File: src/rtl/cache_mem_ctrl_pkg.sv
// Shared definitions for the cache memory bus initiator.
//   state_e      : controller FSM states
//   DEF_*        : default widths / latency used as parameter defaults
//   RD_LAT_MAX   : largest supported memory read latency
//   WAIT_CNT_W   : width of the read-latency counter (covers 0..RD_LAT_MAX-1)
package cache_mem_ctrl_pkg;

  localparam int DEF_ADDR_W = 4;
  localparam int DEF_DATA_W = 8;
  localparam int DEF_LEN_W  = 4;
  localparam int DEF_RD_LAT = 1;
  localparam int RD_LAT_MAX = 4;
  localparam int WAIT_CNT_W = $clog2(RD_LAT_MAX) + 1;

  typedef enum logic [2:0] {
    ST_IDLE     = 3'd0,
    ST_WR_BEAT  = 3'd1,
    ST_RD_ISSUE = 3'd2,
    ST_RD_WAIT  = 3'd3,
    ST_RSP      = 3'd4
  } state_e;

endpackage

File: src/rtl/cmc_burst_agen.sv
// Burst address generator: holds the current beat address and the number of
// beats still to go after the current one.
// Ports:
//   clk, rst_n    : clock, asynchronous active-low reset
//   load          : capture load_addr / load_len (start of a burst)
//   step          : advance to the next beat (addr+1, remaining-1)
//   load_addr     : burst start address
//   load_len      : beats minus one
//   cur_addr      : address of the current beat
//   nxt_addr      : address of the following beat (modulo 2^ADDR_W)
//   last          : current beat is the final one of the burst
module cmc_burst_agen
  import cache_mem_ctrl_pkg::*;
#(
  parameter int ADDR_W = DEF_ADDR_W,
  parameter int LEN_W  = DEF_LEN_W
) (
  input  logic              clk,
  input  logic              rst_n,
  input  logic              load,
  input  logic              step,
  input  logic [ADDR_W-1:0] load_addr,
  input  logic [LEN_W-1:0]  load_len,
  output logic [ADDR_W-1:0] cur_addr,
  output logic [ADDR_W-1:0] nxt_addr,
  output logic              last
);

  logic [ADDR_W-1:0] addr_q, addr_d;
  logic [LEN_W-1:0]  rem_q, rem_d;

  always_comb begin
    addr_d = addr_q;
    rem_d  = rem_q;
    if (load) begin
      addr_d = load_addr;
      rem_d  = load_len;
    end else if (step) begin
      addr_d = nxt_addr;
      rem_d  = rem_q - LEN_W'(1);
    end
  end

  always_ff @(posedge clk or negedge rst_n) begin
    if (!rst_n) begin
      addr_q <= '0;
      rem_q  <= '0;
    end else begin
      addr_q <= addr_d;
      rem_q  <= rem_d;
    end
  end

  assign cur_addr = addr_q;
  // Natural rollover of the ADDR_W-bit sum gives the wrap to 0.
  assign nxt_addr = addr_q + ADDR_W'(1);
  assign last     = (rem_q == '0);

endmodule

File: src/rtl/cache_mem_ctrl.sv
// Host-side initiator for the cache memory bus. Accepts single/burst
// read/write requests on a valid/ready host port, drives the memory
// rd_en/wr_en/addr/data_in pins and returns one response beat at a time.
// Optional feature macro: CACHE_MEM_CTRL_ADDR_WRAP_EN
//   defined   : bursts crossing the top address wrap to 0, req_err never set
//   undefined : a burst that would run past the top address is accepted and
//               then rejected with a one-cycle req_err pulse
// Ports:
//   clk, rst_n                      : clock, asynchronous active-low reset
//   req_valid/req_ready             : request handshake
//   req_write, req_addr, req_len    : request kind, start address, beats-1
//   req_err                         : one-cycle rejection pulse
//   wdata_valid/wdata_ready, wdata  : write beat handshake and data
//   rsp_valid/rsp_ready             : response handshake
//   rsp_rdata, rsp_last             : read data (0 for write ack), final beat
//   mem_rd_en, mem_wr_en            : memory strobes (never both high)
//   mem_addr, mem_wdata, mem_rdata  : memory address / write data / read data
// All outputs are registered.
module cache_mem_ctrl
  import cache_mem_ctrl_pkg::*;
#(
  parameter int ADDR_W = DEF_ADDR_W,
  parameter int DATA_W = DEF_DATA_W,
  parameter int LEN_W  = DEF_LEN_W,
  parameter int RD_LAT = DEF_RD_LAT
) (
  input  logic              clk,
  input  logic              rst_n,
  input  logic              req_valid,
  output logic              req_ready,
  input  logic              req_write,
  input  logic [ADDR_W-1:0] req_addr,
  input  logic [LEN_W-1:0]  req_len,
  output logic              req_err,
  input  logic              wdata_valid,
  output logic              wdata_ready,
  input  logic [DATA_W-1:0] wdata,
  output logic              rsp_valid,
  input  logic              rsp_ready,
  output logic [DATA_W-1:0] rsp_rdata,
  output logic              rsp_last,
  output logic              mem_rd_en,
  output logic              mem_wr_en,
  output logic [ADDR_W-1:0] mem_addr,
  output logic [DATA_W-1:0] mem_wdata,
  input  logic [DATA_W-1:0] mem_rdata
);

  state_e                state_q, state_d;
  logic                  write_q, write_d;
  logic [WAIT_CNT_W-1:0] wait_cnt_q, wait_cnt_d;

  logic                  req_ready_q, req_ready_d;
  logic                  req_err_q, req_err_d;
  logic                  wdata_ready_q, wdata_ready_d;
  logic                  rsp_valid_q, rsp_valid_d;
  logic [DATA_W-1:0]     rsp_rdata_q, rsp_rdata_d;
  logic                  rsp_last_q, rsp_last_d;
  logic                  mem_rd_en_q, mem_rd_en_d;
  logic                  mem_wr_en_q, mem_wr_en_d;
  logic [ADDR_W-1:0]     mem_addr_q, mem_addr_d;
  logic [DATA_W-1:0]     mem_wdata_q, mem_wdata_d;

  logic                  agen_load, agen_step, agen_last;
  logic [ADDR_W-1:0]     agen_cur, agen_nxt;
  logic                  range_err;

  cmc_burst_agen #(
    .ADDR_W (ADDR_W),
    .LEN_W  (LEN_W)
  ) u_agen (
    .clk       (clk),
    .rst_n     (rst_n),
    .load      (agen_load),
    .step      (agen_step),
    .load_addr (req_addr),
    .load_len  (req_len),
    .cur_addr  (agen_cur),
    .nxt_addr  (agen_nxt),
    .last      (agen_last)
  );

`ifdef CACHE_MEM_CTRL_ADDR_WRAP_EN
  assign range_err = 1'b0;
`else
  // Extra bit catches a burst end address beyond 2^ADDR_W-1.
  localparam int SUM_W = ((ADDR_W > LEN_W) ? ADDR_W : LEN_W) + 1;
  logic [SUM_W-1:0] end_addr;
  assign end_addr  = SUM_W'(req_addr) + SUM_W'(req_len);
  assign range_err = |(end_addr >> ADDR_W);
`endif

  always_comb begin
    state_d       = state_q;
    write_d       = write_q;
    wait_cnt_d    = wait_cnt_q;
    req_ready_d   = req_ready_q;
    req_err_d     = 1'b0;
    wdata_ready_d = wdata_ready_q;
    rsp_valid_d   = rsp_valid_q;
    rsp_rdata_d   = rsp_rdata_q;
    rsp_last_d    = rsp_last_q;
    mem_rd_en_d   = 1'b0;
    mem_wr_en_d   = 1'b0;
    mem_addr_d    = mem_addr_q;
    mem_wdata_d   = mem_wdata_q;
    agen_load     = 1'b0;
    agen_step     = 1'b0;

    unique case (state_q)
      ST_IDLE: begin
        req_ready_d = 1'b1;
        if (req_valid && req_ready_q) begin
          if (range_err) begin
            // Rejected request: stay idle and keep accepting.
            req_err_d = 1'b1;
          end else begin
            req_ready_d = 1'b0;
            agen_load   = 1'b1;
            write_d     = req_write;
            if (req_write) begin
              wdata_ready_d = 1'b1;
              state_d       = ST_WR_BEAT;
            end else begin
              // Strobe is registered, so it appears in the cycle after accept.
              mem_rd_en_d = 1'b1;
              mem_addr_d  = req_addr;
              state_d     = ST_RD_ISSUE;
            end
          end
        end
      end

      ST_WR_BEAT: begin
        if (wdata_valid && wdata_ready_q) begin
          mem_wr_en_d = 1'b1;
          mem_addr_d  = agen_cur;
          mem_wdata_d = wdata;
          if (agen_last) begin
            wdata_ready_d = 1'b0;
            // Ack is prepared now but rsp_valid rises one cycle later,
            // after the final mem_wr_en cycle (see ST_RSP).
            rsp_valid_d   = 1'b0;
            rsp_rdata_d   = '0;
            rsp_last_d    = 1'b1;
            state_d       = ST_RSP;
          end else begin
            agen_step = 1'b1;
          end
        end
      end

      ST_RD_ISSUE: begin
        wait_cnt_d = '0;
        state_d    = ST_RD_WAIT;
      end

      ST_RD_WAIT: begin
        if (wait_cnt_q == WAIT_CNT_W'(RD_LAT - 1)) begin
          rsp_valid_d = 1'b1;
          rsp_rdata_d = mem_rdata;
          rsp_last_d  = agen_last;
          state_d     = ST_RSP;
        end else begin
          wait_cnt_d = wait_cnt_q + WAIT_CNT_W'(1);
        end
      end

      ST_RSP: begin
        if (rsp_valid_q && rsp_ready) begin
          rsp_valid_d = 1'b0;
          rsp_rdata_d = '0;
          rsp_last_d  = 1'b0;
          if (write_q || agen_last) begin
            req_ready_d = 1'b1;
            state_d     = ST_IDLE;
          end else begin
            agen_step   = 1'b1;
            mem_rd_en_d = 1'b1;
            mem_addr_d  = agen_nxt;
            state_d     = ST_RD_ISSUE;
          end
        end else begin
          // Raises the deferred write ack; otherwise holds the read beat.
          rsp_valid_d = 1'b1;
        end
      end

      default: state_d = ST_IDLE;
    endcase
  end

  always_ff @(posedge clk or negedge rst_n) begin
    if (!rst_n) begin
      state_q       <= ST_IDLE;
      write_q       <= 1'b0;
      wait_cnt_q    <= '0;
      req_ready_q   <= 1'b0;
      req_err_q     <= 1'b0;
      wdata_ready_q <= 1'b0;
      rsp_valid_q   <= 1'b0;
      rsp_rdata_q   <= '0;
      rsp_last_q    <= 1'b0;
      mem_rd_en_q   <= 1'b0;
      mem_wr_en_q   <= 1'b0;
      mem_addr_q    <= '0;
      mem_wdata_q   <= '0;
    end else begin
      state_q       <= state_d;
      write_q       <= write_d;
      wait_cnt_q    <= wait_cnt_d;
      req_ready_q   <= req_ready_d;
      req_err_q     <= req_err_d;
      wdata_ready_q <= wdata_ready_d;
      rsp_valid_q   <= rsp_valid_d;
      rsp_rdata_q   <= rsp_rdata_d;
      rsp_last_q    <= rsp_last_d;
      mem_rd_en_q   <= mem_rd_en_d;
      mem_wr_en_q   <= mem_wr_en_d;
      mem_addr_q    <= mem_addr_d;
      mem_wdata_q   <= mem_wdata_d;
    end
  end

  assign req_ready   = req_ready_q;
  assign req_err     = req_err_q;
  assign wdata_ready = wdata_ready_q;
  assign rsp_valid   = rsp_valid_q;
  assign rsp_rdata   = rsp_rdata_q;
  assign rsp_last    = rsp_last_q;
  assign mem_rd_en   = mem_rd_en_q;
  assign mem_wr_en   = mem_wr_en_q;
  assign mem_addr    = mem_addr_q;
  assign mem_wdata   = mem_wdata_q;

endmodule

File: config.mk
export PLATFORM = sky130hd
export DESIGN_NAME = cache_mem_ctrl
export DESIGN_NICKNAME = d
export VERILOG_FILES = /design/src/rtl/cache_mem_ctrl_pkg.sv /design/src/rtl/cmc_burst_agen.sv /design/src/rtl/cache_mem_ctrl.sv
export SDC_FILE = /design/constraint.sdc
export NUM_CORES = 1
export LEC_CHECK = 0
export CAP_MARGIN = 20
export CORE_ASPECT_RATIO = 1.4
export CORE_MARGIN = 1
export CORE_UTILIZATION = 40
export DETAILED_ROUTE_END_ITERATION = 8
export PLACE_DENSITY = 0.73
export RECOVER_POWER = 100
export SETUP_SLACK_MARGIN = 0.02
export SLEW_MARGIN = 15
export SYNTH_ARGS = -nofsm -noshare
export SYNTH_HDL_FRONTEND = slang
export SYNTH_SLANG_ARGS = --single-unit
File: constraint.sdc
create_clock -name clk -period 2.3 [get_ports clk]
set_input_delay 0.46 -clock clk [delete_from_list [all_inputs] [get_ports clk]]
set_output_delay 0.46 -clock clk [all_outputs]
set_load 0.01 [all_outputs]
Yosys cells after proc, flatten, opt, wreduce, memory -nomap -nowiden. Cells that the tools add are included.

Register bits: 42. Bits of input ports: 30. Output and inout bits: 27. Word-level logic and storage cells: 119.

Add/subtract/negate cells: 4. Equal/unequal tests: 15. Multiplexer cells: 62. Bitwise gates (word level): 1. Reduce and logical (&&, ||, !) cells: 22.

Operators with widths (count): 2-to-1 mux 4 bit (10); 2-to-1 mux 8 bit (4); 2-to-1 mux 1 bit (29); one-hot mux 8 bit (3 select lines) (1); inequality test 2 bit, second input constant (11); 2-to-1 mux 3 bit (7); one-hot mux 3 bit (5 select lines) (1); one-hot mux 4 bit (3 select lines) (1); AND reduction 6 bit (2); one-hot mux 1 bit (2 select lines) (4); nonzero test 2 bit (4); AND reduction 7 bit (1); equality test 3 x 2 -> 1 bit, second input constant (2); zero test 3 bit (2); one-hot mux 1 bit (3 select lines) (2); one-hot mux 3 bit (2 select lines) (1); AND reduction 3 bit (2); nonzero test 3 bit (2); adder 4 x 4 -> 5 bit (1); AND reduction 5 bit (1); adder 4 x 1 -> 4 bit, second input constant (1); zero test 4 bit (1); 2-to-1 mux 2 bit (2); AND reduction 2 bit (2); other kinds (8) (10).

Depth between registers and ports, before layout. Gate-level depths: netlist (run 1).

Word-level depth: 7. Mapped depth: 7.

Hierarchy. A second synthesis (run 1) with hierarchy kept.

Cells, all modules: 232. Area, all modules: 2244.7 sq um.

By module, submodules not included: cache_mem_ctrl (times used 1, cells each 186, area an instance 1779.2 sq um, seq. area each 850.8 sq um); cmc_burst_agen (times used 1, cells each 46, area an instance 465.4 sq um, seq. area each 200.2 sq um).

Least setup slack after synthesis (run 1). No wires, ideal clock.

Path kind: in2reg. Start: in req_addr[2]. End: reg mem_addr_q[0] (netlist: mem_addr[0]). Arrival: 1.985 ns. Path slack: 0.190 ns. Stages on the path: 6. Path through: ha_1 a21o_1 a21oi_1 a41oi_1 a211o_1 mux2_4.

Longest elaborated chain between the ends: 3.

Ends and longest elaborated chain: start: declaration (line cache_mem_ctrl.sv:32) `input logic [ADDR_W-1:0] req_addr,`; adder 4 x 4 -> 5 bit (line cache_mem_ctrl.sv:89) `assign end_addr = SUM_W'(req_addr) + SUM_W'(req_len);`; inequality test 2 bit (no line); AND reduction 7 bit (no line); end signal: assignment (line cache_mem_ctrl.sv:220) `mem_addr_q <= mem_addr_d;`; end: declaration (line cache_mem_ctrl.sv:61) `logic [ADDR_W-1:0] mem_addr_q, mem_addr_d;`.

Every way passes these cells. A chain may end at the register's enable or synchronous reset.

Worst setup path in the final report (run 1).
Start: reg u_agen.rem_q[0]. End: reg mem_addr_q[0] (netlist: mem_addr[0]).

Longest elaborated chain between the ends: 4.

Ends and longest elaborated chain: start: declaration (line cmc_burst_agen.sv:30) `logic [LEN_W-1:0] rem_q, rem_d;`; start signal: assignment (line cmc_burst_agen.sv:50) `rem_q <= rem_d;`; zero test 4 bit (line cmc_burst_agen.sv:57) `assign last = (rem_q == '0);`; logical OR 1 bit (line cache_mem_ctrl.sv:174) `if (write_q || agen_last) begin`; inequality test 2 bit (no line); AND reduction 7 bit (no line).

Every way passes these cells.

==> impl_metrics.toml, run 1 <==
[final_layout]
fin_cells = 365
layout.nets = 335
antennaDiodeCount = 0
area_delta_synth_final_pct = 39.9
fillers = 481
fin_util_pct = 59.3
drive_above_1_share_pct = 18.7

[worst_setup_path]
critPathMaxFanout = 5
required_ns = 2.49
cp-start-kind = "register"
crit_arrival_ns = 2.41
critPathKind = "register to register"
worst-r2r-cell-count = 7
cp-end-kind = "register"

[clocking]
cts_tree = "done"
h-tree-depth = 2
clock_path_buffers = 2
clk_latency_ns = 0.29
clk_pin_slew_ns = 0.08
cts_buffers = 5
cts-hold-fix-buffers = 0
clkSinkCount = 42
cts_root_buffer = "clkbuf_8"

[placement]
hpwl_mm = 4.08
gp_congestion = 0.871
pre_cts_ws_ns = -0.293
dp.cells = 356
place.port_buffers = 56

[route]
vias = 2000
wl_mm = 5.37
wl_per_cell_um = 14.7
postRouteAntennaNets = 0
avgViaCountPerCell = 5.48
met1Wirelength_mm = 2.23
wl_met2_mm = 2.81
route.met3.wl_um = 193
firstDrtPassIters = 6
drc_errors = 0
top_layer_used = "met4"
drtIter0Drc = 74

[yosys]
syn_inst = 215
synth_ff_type = "dfrtp_1"
synth.most_common_cell = "dfrtp_1"
synth_edf_count = 0
synth_area_leaders = "dfrtp_1 (47%), a22o_1 (4.7%), mux2_2 (4.0%), ha_1 (3.9%), nand2_1 (3.0%)"
avgSynthCellArea_um2 = 10.4
synth_cell_type_count = 53
async_reset_ff_share_pct = 100
syn_area_mm2 = 0.00224
syn_nets = 252
yosys.area.top_type = "dfrtp_1"
synth_top_area_share_pct = 47.0
yosys-top-cells-count = "dfrtp_1 (42), nand2_1 (18), nor2_1 (16), a21oi_1 (13)"
ys_seq_area_share_pct = 47.0
yosys_warnings = 0
ys_seq_elements = 42

[timing]
worstMarginPinSlew_ns = 1.04
hold_viol_final = 0
holdWs_ns = 0.418
setup_ws_ns = 0.0735
rsz0062_at_grt = "no"
skew_ns = 0.00864
fmax_ghz = 0.449
post-route-min-period_ns = 2.23
timing.final.crit_share_pct = 96.8
drv_slew = 0
slew_headroom_pct = 30.4
setup-violations-final = 0

[power_and_ir_drop]
peakVddDrop_mv = 0.570
p_leak_nw = 1.37
power_mw = 3.62
power.density_mw_per_mm2 = 1160

[floorplanning]
ios = 57
start_util_pct = 42.4
die_area_mm2 = 0.00590
coreArea_mm2 = 0.00528
die_x_um = 65.2
rows = 31
fp.dieH_um = 90.5

[flow_run]
maxCapViolCount = 0

[status]
status = "complete, no violations"

[global_routing]
grt_usage_pct = 19.6
grt_max_degree = 43
grt_pass1_vias = 1931
grt_pass1_wl_mm = 8.96
antenna_found_initial = 0
grt_overflow = 0

[hold_path]
holdCritPathClass = "input port to asynchronous set/reset pin"
==> layer usage <==
metal  up-vias  GRT usage (%)
li1        963              -
met1       971           24.0
met2        56           33.0
met3        10           2.78
met4         0           9.60
met5         -              0
==> layout make-up <==
class	count	area, µm²	area share [%]
Sequential cell	42	1050	33.6
Timing Repair Buffer	83	748	23.9
Tap cell	66	82.6	2.64
Clock inverter	1	5.00	0.160
Clock buffer	7	86.3	2.76
Multi-Input combinational cell	154	1110	35.5
Inverter	12	45.0	1.44
==> placed cells by master (no fill, tap or decap), types with 3 or more instances in the layout <==
cell type,instances
a21o_1,3
o22ai_1,4
a221o_1,4
nand2b_1,4
o21ai_0,9
nor2_1,16
mux2_2,8
clkbuf_1,3
a22o_1,12
ha_1,7
dlygate4sd3_1,28
mux2_4,3
nor3_1,3
a22oi_1,4
inv_1,12
nand3_1,7
clkbuf_8,6
nand2_1,18
a21oi_1,12
buf_4,23
clkdlybuf4s50_1,27
dfrtp_1,42
==> power breakdown <==
group	internal, mW	switching [mW]	leakage, nW
logic	0.999	0.826	0.801
clock network	0.242	0.244	0.0482
registers	1.04	0.270	0.520
total	2.28	1.34	1.37
==> cells by family after synthesis <==
logic type	synth area share, %
compound gates	21.7
simple gates	15.2
flops	47.0
buf+inv	4.42
mux	6.99
fa+ha+maj	3.91
xor+xnor	0.783
==> path summary, 6_finish.rpt <==
path | end | from | slack, ns
worst max-delay path | mem_addr[0] | u_agen.rem_q[0] | 0.07
worst min-delay path | mem_addr[0] | rst_n | 0.42
worst max register to register | mem_addr[0] | u_agen.rem_q[0] | 0.07
worst min register to register | rsp_rdata[7] | rsp_rdata[7] | 0.50
max in group asynchronous | mem_wdata[3] | rst_n | 1.24
min in group clk | rsp_rdata[7] | rsp_rdata[7] | 0.50
==> per-stage QoR <==
step | TNS [ns] | cell area (µm²)
after floorplan | 0 | 2240
after CTS | 0 | 3110
after detailed placement | -2.24 | 3020
after global routing | 0 | 3130
after global placement | -1.60 | 3020
final | 0 | 3130
==> worst max-delay path, stage by stage (launching register included) <==
cell and delay, ns:
dfrtp_1 0.34, inv_1 0.07, ha_1 0.21, nor3b_1 0.16
buf_4 0.16, or4_4 0.51, a211o_4 0.37, mux2_4 0.31
==> sequential cells by signal, summed over array words and instances (netlist names) <==
register         flops
rsp_valid            1
req_ready            1
wdata_ready          1
req_err              1
mem_addr             4
rsp_last             1
u_agen.cur_addr      4
mem_wr_en            1
u_agen.rem_q         4
rsp_rdata            8
mem_wdata            8
write_q              1
state_q              3
mem_rd_en            1
wait_cnt_q           3
==> what timing repair did <==
action | 4_1_cts | 5_1_grt
gates resized for setup | 1 | 3
pin swaps | 1 | 1
buffers inserted | 0 | 1
endpoints found under the setup margin | 1 | 4
(Power assumes the default switching activity.)
==> run 2, diff against run 1 <==
--- a/config.mk
+++ b/config.mk
@@ -10,6 +10,8 @@
 export CORE_MARGIN = 1
 export CORE_UTILIZATION = 40
 export DETAILED_ROUTE_END_ITERATION = 8
+export GPL_ROUTABILITY_DRIVEN = 1
+export GPL_TIMING_DRIVEN = 0
 export PLACE_DENSITY = 0.73
 export RECOVER_POWER = 100
 export SETUP_SLACK_MARGIN = 0.02
==> impl_metrics.toml, run 2 (synthesis gave the netlist of run 1 again) <==
[worst_setup_path]
worst-r2r-cell-count = 6
rr_startpoint = "u_agen.rem_q[0]"
path_cells = "clkdlybuf4s50_1 > ha_1 > and4_1 > nand2_1 > a41oi_2 > a211o_1 > mux2_1"
required_ns = 2.48
slowest_delay_ns = 0.44
cp-start-kind = "input port"
cp-end-kind = "register"
critPathMaxFanout = 4
critPathKind = "input port to register"
cp_slowest_cell = "clkdlybuf4s50_1"
crit_arrival_ns = 2.40
r2r_end = "mem_addr[2]"
r2r_slack_ns = 0.17

[final_layout]
fillers = 483
fin_cells = 347
area_delta_synth_final_pct = 35.4
final_common_cell = "dfrtp_1"
mostFrequentLayoutCells = "dfrtp_1 (42), dlygate4sd3_1 (28), clkdlybuf4s50_1 (24), nand2_1 (18), nor2_1 (17)"
antennaDiodeCount = 0
drive_above_1_share_pct = 11.0
layout.nets = 317

[timing]
skew_ns = 0.00406
setup-violations-final = 0
timing.final.crit_share_pct = 96.4
drv_slew = 0
tns_ns = 0
hold_viol_final = 0
worstMarginPinSlew_ns = 1.08
rsz0062_at_grt = "no"
fmax_ghz = 0.451
post-route-min-period_ns = 2.22
setup_ws_ns = 0.0820
slew_headroom_pct = 28.0
holdWs_ns = 0.333

[route]
drc_errors = 0
wl_mm = 5.36
avgViaCountPerCell = 5.61
vias = 1947
postRouteAntennaNets = 0
wl_per_cell_um = 15.4
firstDrtPassIters = 4
drtIter0Drc = 64

[hold_path]
holdCritPathClass = "input port to asynchronous set/reset pin"

[floorplanning]
die_x_um = 65.2
start_util_pct = 42.4
fp.dieH_um = 90.5
die_area_mm2 = 0.00590
coreArea_mm2 = 0.00528
ios = 57
rows = 31

[clocking]
clk_latency_ns = 0.29
cts_root_buffer = "clkbuf_8"
clkSinkCount = 42
h-tree-depth = 2
clk_pin_slew_ns = 0.08
cts_buffers = 5
cts_tree = "done"
cts-hold-fix-buffers = 0
clock_path_buffers = 2

[placement]
place.port_buffers = 56
gp_congestion = 0.853
dp.cells = 338
hpwl_mm = 3.93
pre_cts_ws_ns = -0.587

[power_and_ir_drop]
peakVddDrop_mv = 0.584
p_leak_nw = 1.29
power.density_mw_per_mm2 = 1190

[global_routing]
antenna_found_initial = 0
grt_pass1_vias = 1903
grt_overflow = 0
grt_max_degree = 24
grt_pass1_wl_mm = 8.96
grt_usage_pct = 19.6

[flow_run]
maxCapViolCount = 0

[status]
status = "complete, no violations"
## run 2: per-layer routing
metal	wire length (µm)	vias to the layer above	track usage, %
met5	0	-	0
met4	90	0	6.88
met3	202	8	3.54
met2	2810	58	34.0
met1	2260	953	23.5
li1	-	928	-
## run 2: area by class of cell
cell class / count / area, µm² / share of cell area, %
Buffer: 7 / 53.8 / 1.78
Inverter: 12 / 45.0 / 1.49
Sequential cell: 42 / 1050 / 34.7
Timing Repair Buffer: 58 / 571 / 18.8
Tap cell: 66 / 82.6 / 2.73
Multi-Input combinational cell: 154 / 1120 / 36.8
Clock inverter: 2 / 37.5 / 1.24
Clock buffer: 6 / 72.6 / 2.40
## run 2: power breakdown
part           internal [mW]  switching, mW
sequential              1.04          0.219
clock                  0.324          0.256
combinational          0.901          0.861
## run 2: timing repair
action | CTS | global route
pin swaps | 1 | 1
buffers inserted | 1 | 0
resized for setup | 8 | 2
endpoints found under the setup margin | 16 | 9
## run 2: per-stage QoR
step | power [mW] | util, % | area (µm²)
after floorplan | 2.38 | - | 2240
after detailed placement | 3.12 | 55.0 | 2900
after global routing | 3.86 | 57.4 | 3030
after global placement | 3.09 | 54.6 | 2880
after CTS | 3.75 | 57.9 | 3050
final | 3.60 | 57.4 | 3030
## run 2: how the worst max path moves through the flow
stage,startpoint,to,depth (start not counted),slack [ns]
after detailed placement,req_addr[2],mem_addr[2],7,-0.59
after global placement,req_addr[2],mem_addr[0],7,-0.56
final,req_len[3],mem_addr[2],7,0.08
after CTS,req_addr[1],mem_addr[0],7,0.07
after floorplan,req_addr[2],mem_addr[0],6,0.19
after global routing,rst_n,wait_cnt_q[1],2,0.03
## run 2: critical path: cells and delay by family
family | cells | cell delay, ns
AOI/OAI and AO/OA | 2 | 0.48
adders and majority gates | 1 | 0.34
and+or+nand+nor | 2 | 0.35
muxes | 1 | 0.34
buffers and inverters | 1 | 0.44
